**config.mk**
```make
export PLATFORM = sky130hd
export DESIGN_NAME = sdram_arbiter_n
export DESIGN_NICKNAME = d
export VERILOG_FILES = /design/src/rtl/sdram_arbiter_n.sv
export SDC_FILE = /design/constraint.sdc
export NUM_CORES = 1
export LEC_CHECK = 0
export BUFFER_PORTS_ARGS = -buffer_cell sky130_fd_sc_hd__buf_2
export CAP_MARGIN = 20
export CORE_ASPECT_RATIO = 0.8
export CORE_MARGIN = 2
export CORE_UTILIZATION = 48
export CTS_BUF_LIST = sky130_fd_sc_hd__clkbuf_2
export DETAILED_ROUTE_END_ITERATION = 8
export GPL_ROUTABILITY_DRIVEN = 0
export PLACE_DENSITY = 0.88
export SLEW_MARGIN = 10
export SYNTH_ARGS = -nofsm -noshare
export SYNTH_HDL_FRONTEND = slang
export SYNTH_SLANG_ARGS = --single-unit
export TNS_END_PERCENT = 30
```
**constraint.sdc**
```tcl
create_clock -name clk -period 2.72 [get_ports clk]
set_clock_uncertainty 0.15 [all_clocks]
set_input_delay 0.544 -clock clk [delete_from_list [all_inputs] [get_ports clk]]
set_output_delay 0.544 -clock clk [all_outputs]
set_load 0.02 [all_outputs]
```
**src/rtl/sdram_arbiter_n.sv**
```systemverilog
// sdram_arbiter_n
//   N-client arbiter in front of the 16-bit SDRAM bridge. One transaction is
//   outstanding at a time. Each transaction runs IDLE -> ISSUE -> RELEASE.
//   Arbitration is fixed priority (ARB_MODE=0, lowest index wins) or
//   round-robin (ARB_MODE=1).
//
// Optional feature: define ARB_TIMEOUT_EN to enable the ack-timeout watchdog.
//   The watchdog aborts an ISSUE after TIMEOUT_CYCLES cycles without an
//   acknowledge and pulses cli_err. Without the macro, cli_err is tied to 0.
//
// Ports
//   clk, reset_reset_n   clock, synchronous active-low reset
//   cli_req/we           per-client request (held until ack) and write flag
//   cli_addr/be/wrdata   packed per-client address, byte enable, write data
//   cli_ack / cli_err    one-cycle completion / timeout pulse to the owner
//   cli_rddata           registered read data, valid with cli_ack
//   grant, busy          one-hot current owner, transaction in flight
//   bridge_*             SDRAM bridge master side (strobes held until ack)
module sdram_arbiter_n #(
  parameter int unsigned NUM_CLIENTS    = 3,
  parameter int unsigned ADDR_W         = 25,
  parameter int unsigned DATA_W         = 16,
  parameter int unsigned BE_W           = 2,
  parameter int unsigned ARB_MODE       = 0,
  parameter int unsigned TIMEOUT_CYCLES = 1024
) (
  input  logic                          clk,
  input  logic                          reset_reset_n,
  input  logic [NUM_CLIENTS-1:0]        cli_req,
  input  logic [NUM_CLIENTS-1:0]        cli_we,
  input  logic [NUM_CLIENTS*ADDR_W-1:0] cli_addr,
  input  logic [NUM_CLIENTS*BE_W-1:0]   cli_be,
  input  logic [NUM_CLIENTS*DATA_W-1:0] cli_wrdata,
  output logic [NUM_CLIENTS-1:0]        cli_ack,
  output logic [DATA_W-1:0]             cli_rddata,
  output logic [NUM_CLIENTS-1:0]        cli_err,
  output logic [NUM_CLIENTS-1:0]        grant,
  output logic                          busy,
  output logic [ADDR_W-1:0]             bridge_address,
  output logic [BE_W-1:0]               bridge_byte_enable,
  output logic                          bridge_read,
  output logic                          bridge_write,
  output logic [DATA_W-1:0]             bridge_write_data,
  input  logic                          bridge_acknowledge,
  input  logic [DATA_W-1:0]             bridge_read_data
);

  localparam int unsigned IDX_W = $clog2(NUM_CLIENTS);

  if (NUM_CLIENTS < 2 || NUM_CLIENTS > 8 || BE_W * 8 != DATA_W ||
      ARB_MODE > 1 || TIMEOUT_CYCLES == 0) begin : g_bad_cfg
    $error("sdram_arbiter_n: unsupported parameter set");
  end

  typedef enum logic [1:0] {S_IDLE, S_ISSUE, S_RELEASE} state_e;

  state_e                  state_q, state_d;
  logic [NUM_CLIENTS-1:0]  grant_q, grant_d;
  logic                    busy_q, busy_d;
  logic [ADDR_W-1:0]       addr_q, addr_d;
  logic [BE_W-1:0]         be_q, be_d;
  logic [DATA_W-1:0]       wdata_q, wdata_d;
  logic                    rd_q, rd_d;
  logic                    wr_q, wr_d;
  logic [NUM_CLIENTS-1:0]  ack_q, ack_d;
  logic [DATA_W-1:0]       rddata_q, rddata_d;
  logic [IDX_W-1:0]        rr_ptr_q, rr_ptr_d;

  logic [IDX_W-1:0]        win_idx;
  logic                    win_vld;
  logic [IDX_W:0]          cand;
  logic                    tmo;

  // Winner search. In round-robin mode the scan starts at rr_ptr_q and wraps
  // modulo NUM_CLIENTS; fixed priority scans upward from index 0.
  always_comb begin
    win_idx = '0;
    win_vld = 1'b0;
    cand    = '0;
    for (int unsigned k = 0; k < NUM_CLIENTS; k++) begin
      if (ARB_MODE == 0) begin
        cand = (IDX_W+1)'(k);
      end else begin
        cand = {1'b0, rr_ptr_q} + (IDX_W+1)'(k);
        if (cand >= (IDX_W+1)'(NUM_CLIENTS)) cand = cand - (IDX_W+1)'(NUM_CLIENTS);
      end
      if (!win_vld && cli_req[cand[IDX_W-1:0]]) begin
        win_vld = 1'b1;
        win_idx = cand[IDX_W-1:0];
      end
    end
  end

  // State register
  always_ff @(posedge clk) begin
    if (!reset_reset_n) state_q <= S_IDLE;
    else                state_q <= state_d;
  end

  // Next-state logic
  always_comb begin
    state_d = state_q;
    unique case (state_q)
      S_IDLE:    if (win_vld) state_d = S_ISSUE;
      S_ISSUE:   if (bridge_acknowledge || tmo) state_d = S_RELEASE;
      S_RELEASE: state_d = S_IDLE;
      default:   state_d = S_IDLE;
    endcase
  end

  // Output logic. Every output is registered.
  // An acknowledge takes priority over a coincident timeout.
  always_comb begin
    grant_d  = grant_q;
    busy_d   = busy_q;
    addr_d   = addr_q;
    be_d     = be_q;
    wdata_d  = wdata_q;
    rd_d     = rd_q;
    wr_d     = wr_q;
    ack_d    = '0;
    rddata_d = rddata_q;
    rr_ptr_d = rr_ptr_q;
    unique case (state_q)
      S_IDLE: begin
        if (win_vld) begin
          grant_d = NUM_CLIENTS'(1) << win_idx;
          busy_d  = 1'b1;
          addr_d  = cli_addr[win_idx*ADDR_W +: ADDR_W];
          be_d    = cli_be[win_idx*BE_W +: BE_W];
          wdata_d = cli_wrdata[win_idx*DATA_W +: DATA_W];
          rd_d    = ~cli_we[win_idx];
          wr_d    = cli_we[win_idx];
          if (ARB_MODE == 1) begin
            rr_ptr_d = (win_idx == IDX_W'(NUM_CLIENTS-1)) ? '0 : win_idx + 1'b1;
          end
        end
      end
      S_ISSUE: begin
        if (bridge_acknowledge) begin
          rd_d    = 1'b0;
          wr_d    = 1'b0;
          if (rd_q) rddata_d = bridge_read_data;
          ack_d   = grant_q;
          grant_d = '0;
          busy_d  = 1'b0;
        end else if (tmo) begin
          rd_d    = 1'b0;
          wr_d    = 1'b0;
          grant_d = '0;
          busy_d  = 1'b0;
        end
      end
      S_RELEASE: begin
        grant_d = '0;
        busy_d  = 1'b0;
      end
      default: ;
    endcase
  end

  always_ff @(posedge clk) begin
    if (!reset_reset_n) begin
      grant_q  <= '0;
      busy_q   <= 1'b0;
      addr_q   <= '0;
      be_q     <= '0;
      wdata_q  <= '0;
      rd_q     <= 1'b0;
      wr_q     <= 1'b0;
      ack_q    <= '0;
      rddata_q <= '0;
      rr_ptr_q <= '0;
    end else begin
      grant_q  <= grant_d;
      busy_q   <= busy_d;
      addr_q   <= addr_d;
      be_q     <= be_d;
      wdata_q  <= wdata_d;
      rd_q     <= rd_d;
      wr_q     <= wr_d;
      ack_q    <= ack_d;
      rddata_q <= rddata_d;
      rr_ptr_q <= rr_ptr_d;
    end
  end

`ifdef ARB_TIMEOUT_EN
  localparam int unsigned CNT_W = $clog2(TIMEOUT_CYCLES + 1);

  logic [CNT_W-1:0]       tmo_cnt_q, tmo_cnt_d;
  logic [NUM_CLIENTS-1:0] err_q, err_d;

  // The count is the number of ISSUE cycles already completed, so the abort
  // lands on the edge that ends the TIMEOUT_CYCLES-th ISSUE cycle.
  assign tmo = (state_q == S_ISSUE) && !bridge_acknowledge &&
               (tmo_cnt_q == CNT_W'(TIMEOUT_CYCLES - 1));

  // Holding the count at zero in IDLE has the same effect as clearing it on
  // entry to ISSUE.
  always_comb begin
    tmo_cnt_d = tmo_cnt_q;
    err_d     = '0;
    if (state_q == S_IDLE)       tmo_cnt_d = '0;
    else if (state_q == S_ISSUE) tmo_cnt_d = tmo_cnt_q + 1'b1;
    if (tmo) err_d = grant_q;
  end

  always_ff @(posedge clk) begin
    if (!reset_reset_n) begin
      tmo_cnt_q <= '0;
      err_q     <= '0;
    end else begin
      tmo_cnt_q <= tmo_cnt_d;
      err_q     <= err_d;
    end
  end

  assign cli_err = err_q;
`else
  assign tmo     = 1'b0;
  assign cli_err = '0;
`endif

  assign cli_ack            = ack_q;
  assign cli_rddata         = rddata_q;
  assign grant              = grant_q;
  assign busy               = busy_q;
  assign bridge_address     = addr_q;
  assign bridge_byte_enable = be_q;
  assign bridge_read        = rd_q;
  assign bridge_write       = wr_q;
  assign bridge_write_data  = wdata_q;

endmodule

```
# --- Word level (Yosys, flattened, before mapping) ---
# Cells that the tools add are included.
totals:
  inputBits: 154
  ff_bits: 70
  output_inout_bits: 71
op_classes:
  magnitude_cmp: 1
  shift: 4
  n_mul: 1
  n_eq_ne: 4
  muxes: 20
  n_reduce_logical: 13
  n_bitwise: 1
ops:
  columns: ["op", "n"]
  rows:
  - ["75-bit by 8-bit variable part select with 25-bit output", 1]
  - ["48-bit by 7-bit variable part select with 16-bit output", 1]
  - ["3-bit AND reduction", 4]
  - ["1-bit 2-to-1 mux", 9]
  - ["3-bit one-hot mux with 3 select lines", 1]
  - ["2-bit by 5-bit multiplier with 7-bit output (second input constant)", 1]
  - ["2-bit 2-to-1 mux", 3]
  - ["3-bit 2-to-1 mux", 2]
  - ["6-bit by 4-bit variable part select with 2-bit output", 1]
  - ["2-bit != test (second input constant)", 2]
  - ["1-bit one-hot mux with 2 select lines", 2]
  - ["2-bit one-hot mux with 2 select lines", 1]
  - ["2-bit AND reduction", 2]
  - ["2-bit by 3-bit less-than comparator with 1-bit output (second input constant)", 1]
  - ["1-bit one-hot mux with 3 select lines", 1]
  - ["3-bit nonzero test", 1]
  - ["1-bit by 2-bit << shifter with 3-bit output (first input constant)", 1]
  - ["1-bit binary-select mux with 2-bit select", 1]
  - ["2-bit by 1-bit == test with 1-bit output (second input constant)", 1]
  - ["2-bit == test (second input constant)", 1]
  - ["1-bit logical AND", 2]
  - ["1-bit zero test", 2]
  - ["2-bit zero test", 1]
  - ["2-bit nonzero test", 1]
  - ["1-bit NOT", 1]

# --- Depth between registers and ports, before layout ---
depth:
  ltp_word: 12
  ltp_mapped: 7
  ltp_nobuf: 5

# --- Worst setup path after synthesis ---
# Ideal clock, no wire load.
synth_timing:
  path_type: "register -> register"
  from: "register state_q[1]"
  to: "register grant_q[0], in the netlist grant[0]"
  path_buffers: 0
  arrival_ps: 1319
  setup_slack_ps: 1119
  setup_ps: 132
  stages_incl_launch_ff: 6
  cell_sequence: "dfxtp_1 inv_1 ha_1 or4b_4 nand4b_1 o22ai_1"
synth_between:
  elab_chain_len: 3
  word_cells_on_any_way: 8
  classes_between: "eq/ne: 4; mux: 1; reduce/logical: 3"
synth_rtl:
  columns: ["item", "line_no", "rtl"]
  rows:
  - ["start: declaration", "57", "state_e state_q, state_d;"]
  - ["start signal: assignment", "97", "else state_q <= state_d;"]
  - ["2-bit by 1-bit == test with 1-bit output, or another cell as far along", "124", "unique case (state_q)"]
  - ["2-bit != test (no line) or 3-bit nonzero test (tied branches)", null, null]
  - ["3-bit AND reduction (no line)", null, null]
  - ["end signal: assignment", "175", "grant_q <= grant_d;"]
  - ["end: declaration", "58", "logic [NUM_CLIENTS-1:0] grant_q, grant_d;"]
# Parallel ways exist; a longest one is shown, timed or not.
# A chain may end at the register's enable or synchronous reset.

# --- Final worst setup path ---
layout_timing:
  from: "register state_q[0]"
  to: "register rd_q, in the netlist bridge_read"
layout_between:
  elab_chain_len: 3
  word_cells_on_any_way: 7
  classes_between: "eq/ne: 3; mux: 1; reduce/logical: 3"
layout_rtl:
  columns: ["item", "line_no", "rtl"]
  rows:
  - ["2-bit by 1-bit == test with 1-bit output or 2-bit zero test (tied branches)", "124", null]
  - ["2-bit != test (no line) or 2-bit nonzero test (tied branches)", null, null]
  - ["3-bit AND reduction (no line)", null, null]
  - ["end signal: assignment", "180", "rd_q <= rd_d;"]
  - ["end: declaration", "63", "logic rd_q, rd_d;"]
# Parallel ways exist; a longest one is shown, timed or not.

==> impl_metrics.ini <==
[hold_path]
worstHoldPathType = input port to register
hold_depth = 3

[critical_path]
crit_family = compound AO/OA/AOI/OAI gates
critical_path_class = register to register
path_cells = inv_1 -> ha_1 -> o31a_2 -> buf_12 -> nand3b_1 -> o31ai_1
slowest_delay_ns = 0.52
arrival_ns = 2.45
slowest_stage = o31a_2
end_kind = register
critical_path_required_ns = 2.99
r2r_cells = 6
timing.critical_path.buf_inv = 2
cp_max_fo = 59
cp_num_cells = 6
startpoint_type = register

[placement]
post_dp_cell_area_sq_mm = 0.004771
hpwl_microns = 8661
dp_cells = 770
portBuffers = 221

[synth]
synth_ff_type = dfxtp_1
yosys_warnings = 0
synth_edf_count = 0
netlist-cell-type-count = 37
netlist_instances = 477
ys_seq_area_frac = 0.3842
syn_avg_cell_area_sq_um = 7.646
synthTopCellsByArea = dfxtp_1 (38%), nand2_1 (13%), a21o_1 (9.1%), nand3b_1 (8.9%), a31oi_1 (7.4%)
async_flop_share = 0
synth_top_area_frac = 0.3842
netlist_area_sq_mm = 0.003647
ys_ff_latch = 70
yosysTopAreaCell = dfxtp_1

[clock_network]
h-tree-depth = 3
clk_latency_ns = 0.50
cts_root_buf = clkbuf_2
cts_setup_buffers = 0
cts_tree = done
hold_buffers = 0
clock_sinks = 70
clk_path_buf_depth = 2
cts.clk_slew.worst_paths_ns = 0.19
cts_resized = 0
cts_buffers = 9

[floorplanning]
start_util = 0.4934
dieArea_sq_mm = 0.008316
io_pins = 225
fp-row-count = 28
coreArea_sq_mm = 0.007392
die_h_microns = 81.97
die_x_microns = 101.5

[routing]
viasPerCell = 5.438
ant_nets = 0
wl_per_cell_microns = 15.05
vias = 4269
drt_iter0_markers = 215
wirelength_microns = 11810
dr.pass1.iters = 5
drc = 0

[global_route]
grt_overflow_total = 0
grt_pass1_wl_microns = 18490
grt_max_degree = 60
antenna_found_initial = 1
grt_pass1_vias = 4028
grt.total_usage = 0.2806

[finish]
syn_to_final_growth_pct = 33.55
final_cells = 785
final_common_cell = buf_2
mostFrequentLayoutCells = buf_2 (221), nand2_1 (122), dfxtp_1 (70)
design_area_sq_mm = 0.004871
nNetsFinal = 833
n_fill_cell = 646
drive_gt1_frac = 0.3697

[timing]
rsz0062_at_grt = false
final_max_slew_viol_count = 0
hold_violations = 0
relSlewSlack = 0.5808
min_period_ns = 2.186
setup_violations = 0
fin_tns_setup_ns = 0
fmax_mhz = 457.4
tightest_slew_ns = 0.6270
post-route-period-util = 0.8038

[status]
status = finished, final reports clean

[pwr]
power_density_mw_per_mm2 = 533.0
cellLeakagePower_nw = 2.370
vdd_drop_max_v = 0.0002653
total_power_mw = 2.596

[job]
maxCapViolCount = 0
[kinds of logic (layout without fill, tap and decap cells)]
logic type      after synthesis  count (layout)  synth area share
buf+inv                      51             251           0.06689
other cells                   1               4          0.001028
flops                        70              70            0.3842
fa+ha+maj                     3               3           0.01029
simple gates                188             188            0.2559
compound gates              164             164            0.2817
[registers in the layout, indices dropped and copies added (netlist names)]
| register | cells |
|---|---|
| bridge_address | 25 |
| bridge_byte_enable | 2 |
| bridge_read | 1 |
| bridge_write | 1 |
| bridge_write_data | 16 |
| busy | 1 |
| cli_ack | 3 |
| cli_rddata | 16 |
| grant | 3 |
| state_q | 2 |
[final timing paths]
path / startpoint / slack (ns) / to
min reg2reg: cli_rddata[4] / 0.32 / cli_rddata[4]
min: bridge_read_data[9] / 0.10 / cli_rddata[9]
max reg2reg: state_q[0] / 0.53 / bridge_read
max: state_q[0] / 0.53 / bridge_read
[through the flow]
step / utilization / worst slack, ns / hold WS (ns)
final: 0.6589 / 0.5335 / 0.1048
after global routing: 0.6589 / 0.3742 / 0.02908
after CTS: 0.6586 / 0.5659 / 0.04739
after detailed placement: 0.6454 / 0.5946 / 0.2977
after global placement: 0.6454 / 0.6802 / 0.2895
after floorplan: - / 1.119 / 0.2867
[area by class of cell]
type / count / area, sq um / share of cell area
repair buffers: 232 / 1201 / 0.2466
diodes: 1 / 2.502 / 0.0005137
well taps: 105 / 131.4 / 0.02697
flip-flops and latches: 70 / 1401 / 0.2877
inverters: 5 / 18.77 / 0.003853
clock inverters: 5 / 52.55 / 0.01079
clock buffers: 9 / 45.04 / 0.009247
multi-input cells: 358 / 2018 / 0.4143
[power by group]
group          internal, mW  switching, mW  total [mW]
Clock                 0.198          0.361       0.559
Sequential             1.15         0.0656        1.21
Combinational         0.321          0.503       0.824
Total                  1.67          0.930        2.60
[cells in the mapped netlist, drive strengths merged (2+ instances only)]
cell type  count
o21ai         45
and3           2
and2           3
dfxtp         70
inv            4
o22ai          3
a21o          44
a31oi         43
nand3b        43
nand3          3
nor2           5
o311ai         2
ha             3
nand2        122
buf           27
a21oi         19
nor2b          2
clkbuf        19
o31ai          2
nor4b          2
[per-layer routing]
metal  part of all wire  GRT usage  wire length, microns
met3              0.079    0.08085                   932
met2               0.49     0.4874                  5790
met4              0.032     0.1257                   380
met5                  0          0                     0
met1               0.40     0.3224                  4708
[worst register-to-register path, delay by kind of cell (launching register included)]
| kind | cells | cell delay (ns) |
|---|---|---|
| AO/OA/AOI/OAI | 2 | 0.74 |
| adder cells (fa/ha/maj) | 1 | 0.29 |
| buffers and inverters | 2 | 0.39 |
| flip-flops | 1 | 0.37 |
| AND/OR/NAND/NOR | 1 | 0.17 |
(Power assumes the default switching activity.)
